File: src/rtl/spram_arbiter.sv
// spram_arbiter: shares one single-ported SPRAM bank between port A (CPU data
// path, default priority) and port B (loader / debug master). Grants are
// combinational; a starvation counter forces a B slot after MAX_WAIT
// consecutive losses. Read data is a passthrough qualified by per-port rvalid.
module spram_arbiter #(
  parameter int AW       = 14,
  parameter int MAX_WAIT = 4
) (
  input  logic          clk,
  input  logic          rst,
  input  logic          a_valid,
  input  logic          a_write,
  input  logic [3:0]    a_wmask,
  input  logic [31:0]   a_wdata,
  input  logic [AW-1:0] a_addr,
  output logic          a_ready,
  output logic          a_rvalid,
  output logic [31:0]   a_rdata,
  input  logic          b_valid,
  input  logic          b_write,
  input  logic [3:0]    b_wmask,
  input  logic [31:0]   b_wdata,
  input  logic [AW-1:0] b_addr,
  output logic          b_ready,
  output logic          b_rvalid,
  output logic [31:0]   b_rdata,
  output logic          mem_valid,
  output logic          mem_write,
  output logic [3:0]    mem_wmask,
  output logic [31:0]   mem_wdata,
  output logic [AW-1:0] mem_addr,
  input  logic [31:0]   mem_rdata
);

  // Counter must hold 0..MAX_WAIT; keep at least one bit when MAX_WAIT is 0.
  localparam int WCW = (MAX_WAIT < 1) ? 1 : $clog2(MAX_WAIT + 1);
  localparam logic [WCW-1:0] WAIT_MAX = WCW'(MAX_WAIT);

  logic [WCW-1:0] wait_cnt_r;
  logic           q_rd_a_r;
  logic           q_rd_b_r;
  logic           force_b_s;
  logic           grant_a_s;
  logic           grant_b_s;

  // Same-cycle grant decision; reset gates both grants off.
  always_comb begin
    force_b_s = b_valid & (wait_cnt_r == WAIT_MAX);
    grant_b_s = ~rst & b_valid & (~a_valid | force_b_s);
    grant_a_s = ~rst & a_valid & ~grant_b_s;
    a_ready   = grant_a_s;
    b_ready   = grant_b_s;
    mem_valid = grant_a_s | grant_b_s;
  end

  // Memory request mux; idle cycles drive a harmless read with no byte enables.
  always_comb begin
    if (grant_b_s) begin
      mem_write = b_write;
      mem_wmask = b_wmask;
      mem_wdata = b_wdata;
      mem_addr  = b_addr;
    end else if (grant_a_s) begin
      mem_write = a_write;
      mem_wmask = a_wmask;
      mem_wdata = a_wdata;
      mem_addr  = a_addr;
    end else begin
      mem_write = 1'b0;
      mem_wmask = 4'h0;
      mem_wdata = a_wdata;
      mem_addr  = a_addr;
    end
  end

  // Count consecutive cycles B has been refused; saturates so force_b holds.
  always_ff @(posedge clk) begin
    if (rst) begin
      wait_cnt_r <= '0;
    end else if (grant_b_s | ~b_valid) begin
      wait_cnt_r <= '0;
    end else if (wait_cnt_r != WAIT_MAX) begin
      wait_cnt_r <= wait_cnt_r + WCW'(1);
    end else begin
      wait_cnt_r <= wait_cnt_r;
    end
  end

  // Remember which port issued a read so its data is flagged one cycle later.
  always_ff @(posedge clk) begin
    if (rst) begin
      q_rd_a_r <= 1'b0;
      q_rd_b_r <= 1'b0;
    end else begin
      q_rd_a_r <= grant_a_s & ~a_write;
      q_rd_b_r <= grant_b_s & ~b_write;
    end
  end

  // Responses: shared read data, qualified by each port's own rvalid.
  always_comb begin
    a_rvalid = q_rd_a_r;
    b_rvalid = q_rd_b_r;
    a_rdata  = mem_rdata;
    b_rdata  = mem_rdata;
  end

endmodule

File: config.mk
export PLATFORM = sky130hd
export DESIGN_NAME = spram_arbiter
export DESIGN_NICKNAME = d
export VERILOG_FILES = /design/src/rtl/spram_arbiter.sv
export SDC_FILE = /design/constraint.sdc
export NUM_CORES = 1
export LEC_CHECK = 0
export CAP_MARGIN = 20
export CORE_AREA = 2 2 99 101
export DETAILED_ROUTE_END_ITERATION = 16
export DIE_AREA = 0 0 101 103
export PLACE_DENSITY_LB_ADDON = 0.3
export SLEW_MARGIN = 25
export SYNTH_ARGS = -nofsm -noshare
export SYNTH_HDL_FRONTEND = slang
export SYNTH_SLANG_ARGS = --single-unit
File: constraint.sdc
create_clock -name clk -period 2 [get_ports clk]
set_input_delay 0.4 -clock clk [delete_from_list [all_inputs] [get_ports clk]]
set_output_delay 0.4 -clock clk [all_outputs]
set_load 0.005 [all_outputs]
==> results summary, run 1 <==
The run finished, with violations left. The final reports fail on setup timing. The count of input and output buffers came out at approximately 160.

The via count of the routed design came out at roughly 1500. In this run, placement finished with an instance count of between 300 and 400. The proportion of synthesized chip area in sequential cells is 0.0742.

The critical path starts at wait_cnt_r[1]. The per-instance average area after synthesis is a little over 9 µm². The final hold violation count is 0. The CTS H-tree depth is 1. The number of clock sinks came out at 5. In the layout the commonest cells are 105 x sky130_fd_sc_hd__clkdlybuf4s50_1, 58 x sky130_fd_sc_hd__buf_6, 46 x sky130_fd_sc_hd__mux2_4.

The switching power as a share of total power came out at 0.233. The total half-perimeter wirelength after legalization and detailed placement is roughly 3900 µm. For this design the static power due to leakage is 1.43 nW.

The vertical die dimension is around 100 µm. The clock buffer count from CTS came out at 3. The total DRC errors in the routed layout came out at 0. Dividing the final minimum period by the clock period gives 1.11. The number of antenna violations at the first check in global routing is 0. TritonCTS built the clock tree. The routed length per instance came out at roughly 15 µm. The die width came out at 101 µm. The tree is rooted in a sky130_fd_sc_hd__clkbuf_8.

The worst path arrival time is between 1.5 and 2 ns. The required arrival time at the worst endpoint is roughly 1.6 ns. The pin slew with the least headroom to its limit is between 0.15 and 0.2 ns. The final max-slew violation count was 0.

The power density over the cells came out at 283 mW/mm². The final RePlAce weighted congestion came out at ~0.72. The maximum fanout encountered on the critical timing path is 5. The first global-routing pass estimated a little over 8000 µm of wire. The number of routed nets with antenna violations came out at 0. The via count of the first global-routing pass came out at roughly 1500. The number of iterations in the first detailed-routing pass is 4. Max-cap violations in this run came to 0. The deepest clock path buffer count is 2. The final net count is 412. STA classifies the critical path endpoint as a primary output. The part of the power in registers came out at 0.113. The initial utilization of the core area, before any placement, comes to 0.143. The worst hold path begins at wait_cnt_r[0]. The CTS clock-pin slew for the worst setup and hold paths is 0.04 ns. By startpoint and endpoint, the worst setup path is classified as reg -> out. In this run, post-CTS hold repair placed 0 buffers. The total wire length after detailed routing came out at slightly below 6000 µm.

The startpoint type of the worst setup path is a register. The synthesized instance count came out at 148. For this block, the initial DRC count from the detailed router was 20. The final critical delay including setup and external delays is 2.22 ns. The launch point of the worst reg-to-reg path is wait_cnt_r[1]. The library cell used most frequently in the layout, excluding fill and tap cells, is sky130_fd_sc_hd__clkdlybuf4s50_1.

The count of different cell masters after synthesis is 21. The net switching power is ~0.21 mW. The number of endpoints failing setup at the final stage is 46. The clock reaches the later pin of the worst-skew pair after 0.23 ns. Hold timing on the final database bottoms out at a slack of 0.514 ns. The die covers approximately 0.010 mm².

The cell area that synthesis handed to floorplanning was between 0.001 and 0.0015 mm². The relative contribution of combinational cells to total power is 0.676. Between clock sinks in the finished design, the worst skew comes to 0.00328 ns. The synthesis-stage register bit count came out at 5. The global-route usage over all layers came out at 0.103. The peak ir drop on the vdd network is roughly 0.11 mV.

The total internal power is about 0.70 mW. The count of inserted antenna diode cells is 0. Across all setup checks in the final design, the least slack found is -0.218 ns. The area of the core region is roughly 0.0095 mm². The synthesis warning total is 0. The final cell count without fillers came out at 385. The largest net degree at the start of global routing came out at 9. The maximum clock frequency is 0.451 GHz. The worst hold-check path type is reg -> reg. The share of layout cells above drive strength 1 came out at 0.509. The worst slew margin relative to its limit is 0.884. The floorplan has 36 rows. Compared with the post-synthesis result, the final layout area differs by 140%. The total grt overflow came out at 0. Setup repair after global routing could not meet its margin everywhere.

In the routed layout, each cell is associated on average with a via count of between 3 and 4. Pin placement for this block handled ~260 I/O pins. Counting every net in the synthesized netlist gives roughly 290. The portion of total power attributed to the clock network came out at 0.211.
[power by group through the flow]
| stage | logic, mW | registers, mW | clock network [mW] |
|---|---|---|---|
| 2_1_floorplan | 0.225 | 0.105 | 0 |
| 3_3_place_gp | 0.490 | 0.105 | 0 |
| 3_5_place_dp | 0.490 | 0.105 | 0 |
| 4_1_cts | 0.623 | 0.104 | 0.198 |
| 5_1_grt | 0.656 | 0.104 | 0.203 |
| 6_report | 0.620 | 0.104 | 0.193 |
[cells in the mapped netlist, drive strengths merged]
cell type,n,area [µm²]
nor2b,1,6.26
buf,69,537
nor3b,1,7.51
ha,2,25.0
mux2i,2,20.0
clkbuf,1,3.75
mux2,46,518
nor2,4,15.0
inv,3,11.3
a22o,4,35.0
nand2,3,13.8
nand2b,1,6.26
and2,2,12.5
and4,1,8.76
dfxtp,5,100
a21oi,1,16.3
nand3,1,5.00
and2b,1,7.51
[flip-flops by register name (all words and copies together), names as in the netlist]
signal and flops:
wait_cnt_r 3, a_rvalid 1, b_rvalid 1
[worst paths after layout]
kind | to | slack [ns] | depth (start not counted)
worst max-delay path | mem_wdata[19] | -0.22 | 10
worst min-delay path | wait_cnt_r[0] | 0.51 | 2
worst max register to register | b_rvalid | 0.74 | 8
worst min register to register | wait_cnt_r[0] | 0.51 | 2
[through the flow]
step,setup slack [ns],total power [mW],util,setup TNS (ns),instance area [µm²]
floorplan,0.179,0.330,-,0,1350
global placement,-0.681,0.595,0.280,-32.70,2650
detailed placement,-0.661,0.596,0.280,-32.28,2650
CTS,-0.229,0.925,0.346,-7.99,3270
global route,-0.269,0.963,0.342,-8.59,3240
finish,-0.218,0.917,0.342,-6.35,3240
[worst max-delay path: stages (launching register included)]
cell                      delay (ns)
sky130_fd_sc_hd__dfxtp_2        0.31
sky130_fd_sc_hd__inv_2          0.06
sky130_fd_sc_hd__ha_4           0.14
sky130_fd_sc_hd__nand2_4        0.05
sky130_fd_sc_hd__a21oi_4        0.15
sky130_fd_sc_hd__buf_6          0.12
sky130_fd_sc_hd__buf_6          0.12
sky130_fd_sc_hd__buf_16         0.12
sky130_fd_sc_hd__buf_12         0.10
sky130_fd_sc_hd__mux2_4         0.29
sky130_fd_sc_hd__buf_6          0.11
[cell families (layout without fill, tap and decap cells)]
| logic type | Yosys count | after routing | synth area share |
|---|---|---|---|
| AO/OA/AOI/OAI | 5 | 5 | 0.0380 |
| adder cells (fa/ha/maj) | 2 | 2 | 0.0185 |
| buffers and inverters | 73 | 196 | 0.409 |
| multiplexers | 48 | 48 | 0.399 |
| AND/OR/NAND/NOR | 15 | 15 | 0.0612 |
| flip-flops | 5 | 5 | 0.0742 |
[routing by layer]
layer / wire (µm) / global-route usage / vias to the layer above
met5: 0 / 0 / -
met4: 140 / 0.0374 / 0
met3: 503 / 0.0251 / 22
met2: 3250 / 0.200 / 91
met1: 2010 / 0.106 / 671
li1: - / - / 685
[cell type report]
| cell class | count | area, µm² |
|---|---|---|
| multi-input cells | 70 | 902 |
| repair buffers | 189 | 2030 |
| well taps | 114 | 143 |
| inverters | 3 | 11.3 |
| clock buffers | 4 | 45.0 |
| fillers | 951 | 6220 |
| flip-flops and latches | 5 | 103 |
[repair_timing]
action	CTS	global route
resized for setup	318	19
buffers inserted	18	2
endpoints found under the hold margin	0	0
gates cloned	6	0
pin swaps	8	2
endpoints found under the setup margin	54	53
No activity file was read; power rests on OpenSTA's default activity.
==> inputs of run 2 (changes only) <==
- TNS_END_PERCENT: unset -> 5
==> results summary, run 2 (synthesis results as in run 1) <==
In the layout the commonest cells are 105 x sky130_fd_sc_hd__clkdlybuf4s50_1, 42 x sky130_fd_sc_hd__mux2_4, 37 x sky130_fd_sc_hd__buf_6. The first TritonRoute pass finished after 4 iterations. In this run, the number of DRC markers left after iteration 0 of detailed routing was 16.

The via count of the first global-routing pass came out at 1507. Setup slack on the critical path of the routed design comes to -0.196 ns. The flow ran to the end, but the final reports show violations. The CTS clock-pin slew for the worst setup and hold paths is 0.04 ns. The total wire length after detailed routing is between 5000 and 6000 µm.

The required arrival time at the worst endpoint came out at 1.60 ns. The CTS tree is done. The effective utilization at floorplan came out at 0.143.

The pin slew with the least headroom to its limit is 0.162 ns. The full die area is between 0.01 and 0.015 mm². The final cell count without fillers came out at 380. Dividing the detail-routed wire length by the instance count gives between 10 and 15 µm. The clock skew came out at approximately 0.0043 ns. The final instance area came out at between 0.003 and 0.004 mm².

Using the TritonRoute via totals, the vias-per-cell ratio works out to about 3.8. The total overflow left after global routing is 0. No sink is reached through more buffers than the 2 on the longest clock path.

The CTS H-tree depth is 1. The count of input and output buffers is 161. The number of hold buffers added after CTS was 0. For this design the top-level I/O count stands at roughly 260.

Setup repair after global routing could not meet its margin everywhere. The global-route usage over all layers came out at 0.0993. The number of placed instances, taps included, is around 360.

The core region is roughly 0.0095 mm². The maximum clock frequency came out at approximately 0.46 GHz. The tree built by TritonCTS fans out to 5 sinks. The number of antenna violations at the first check in global routing is 0.

IR analysis of the VDD net gives a maximum drop of about 0.1 mV. The final critical delay including setup and external delays came out at about 2.2 ns. In the finished design, the share of the clock period the worst path needs comes to 1.10. The count of inserted antenna diode cells is 0.

The clock buffer count from CTS came out at 3. Dividing total power by cell area gives a power density of 284 mW/mm². For the final routed database, the setup TNS stands at -7.25 ns.

The number of flip-flops under the largest register name is 3. The portion of total power attributed to the clock network came out at 0.220. The net count of the finished layout is 407. The die width is 101 µm. Counting the fill cells in the layout gives 976. The final hold violation count came out at 0. The part of the power in registers is 0.119. The vertical die dimension is approximately 100 µm. The checks that failed: setup timing.

The wire length of the first global-routing pass came out at about 8000 µm. The element type at the critical path end is a primary output. The largest net degree at the start of global routing came out at 9. The relative contribution of combinational cells to total power came out at 0.660.

Across the run, the number of max-cap violations was 0. The insertion delay of the later-clocked pin in the worst-skew pair is 0.22 ns. The area growth from synthesis to layout is 127%. The start-to-end type of the worst setup path is reg -> out.

The post-route core utilization came out at 0.324. The total internal power is between 0.6 and 0.7 mW. At the worst endpoint, the arrival time is between 1.5 and 2 ns.

The post-route total power is slightly below 0.9 mW. The final max-slew violation count came out at 0. The share of layout cells above drive strength 1 is 0.496. The number of endpoints failing setup at the final stage is 47. CTS placed an instance of sky130_fd_sc_hd__clkbuf_8 at the clock tree root. In this run the tightest slew margin relative to its limit is 0.892. After legalization and detailed placement, the total HPWL measured between 3000 and 4000 µm. The final RePlAce weighted congestion came out at a little over 0.7.

The instance area after placement is 0.00265 mm². More flip-flops sit in one register than any other, and that register is wait_cnt_r. Leaving out fill and tap cells, the most frequent cell in the layout is sky130_fd_sc_hd__clkdlybuf4s50_1. In this run the worst hold path is classified as reg -> reg. Along the worst path, the maximum fanout reaches 6. For this design the total switching power over the nets is just over 0.2 mW.

The via count of the routed design is about 1400. The total DRC errors in the routed layout came out at 0. The reported leakage power came out at 1.35 nW. The number of standard-cell rows in the floorplan came out at 36. Of the total power, the share spent switching nets is 0.232.

The number of routed nets with antenna violations came out at 0. STA classifies the critical path startpoint as a register.
run 2: changes by cell type in the layout (fill, tap and decap cells not counted), sizes merged:
| cell | change |
|---|---|
| dlygate4sd2 | +2 |
| clkbuf | +15 |
| clkdlybuf4s15 | -2 |
| dlymetal6s2s | -1 |
| buf | -19 |
run 2: path summary, 6_finish.rpt:
kind | start | to | slack, ns | depth (start not counted)
min | wait_cnt_r[0] | wait_cnt_r[0] | 0.51 | 2
max reg2reg | wait_cnt_r[0] | b_rvalid | 0.71 | 8
min reg2reg | wait_cnt_r[0] | wait_cnt_r[0] | 0.51 | 2
max | wait_cnt_r[0] | mem_addr[0] | -0.20 | 9
run 2: area by class of cell:
class | instances | area [µm²] | share of cell area
multi-input cells | 70 | 882 | 0.288
well taps | 114 | 143 | 0.0465
clock buffers | 4 | 45.0 | 0.0147
inverters | 3 | 11.3 | 0.00367
flip-flops and latches | 5 | 103 | 0.0335
repair buffers | 184 | 1880 | 0.614
run 2: layer usage:
metal  global-route usage  vias to the layer above  part of all wire
met4               0.0374                        2             0.025
met3               0.0251                       23             0.086
met5                    0                        -            0.0016
met1                0.103                      653              0.35
met2                0.192                       89              0.53
li1                     -                      674                 -
run 2: what timing repair did:
action | in CTS | in global routing
cloned | 6 | 0
endpoints found under the setup margin | 54 | 52
setup buffers | 11 | 1
gates resized for setup | 257 | 39
pin swaps | 8 | 2
run 2: worst max-delay path, stage by stage, from the launching register on:
cell and delay, ns:
sky130_fd_sc_hd__dfxtp_2 0.31, sky130_fd_sc_hd__inv_2 0.06, sky130_fd_sc_hd__ha_4 0.14, sky130_fd_sc_hd__nand2_4 0.05
sky130_fd_sc_hd__a21oi_4 0.17, sky130_fd_sc_hd__buf_6 0.14, sky130_fd_sc_hd__buf_6 0.12, sky130_fd_sc_hd__buf_12 0.14
sky130_fd_sc_hd__mux2_4 0.30, sky130_fd_sc_hd__buf_6 0.12
run 2: through the flow:
stage               worst slack, ns  hold WS, ns
global route                 -0.259        0.537
global placement             -0.681        0.506
floorplan                     0.179        0.425
finish                       -0.196        0.514
detailed placement           -0.661        0.520
CTS                          -0.244        0.514
run 2: power groups by stage:
stage | Sequential [mW] | Combinational [mW] | Clock, mW
2_1_floorplan | 0.105 | 0.225 | 0
3_3_place_gp | 0.105 | 0.490 | 0
3_5_place_dp | 0.105 | 0.490 | 0
4_1_cts | 0.104 | 0.566 | 0.198
5_1_grt | 0.104 | 0.610 | 0.203
6_report | 0.104 | 0.575 | 0.192
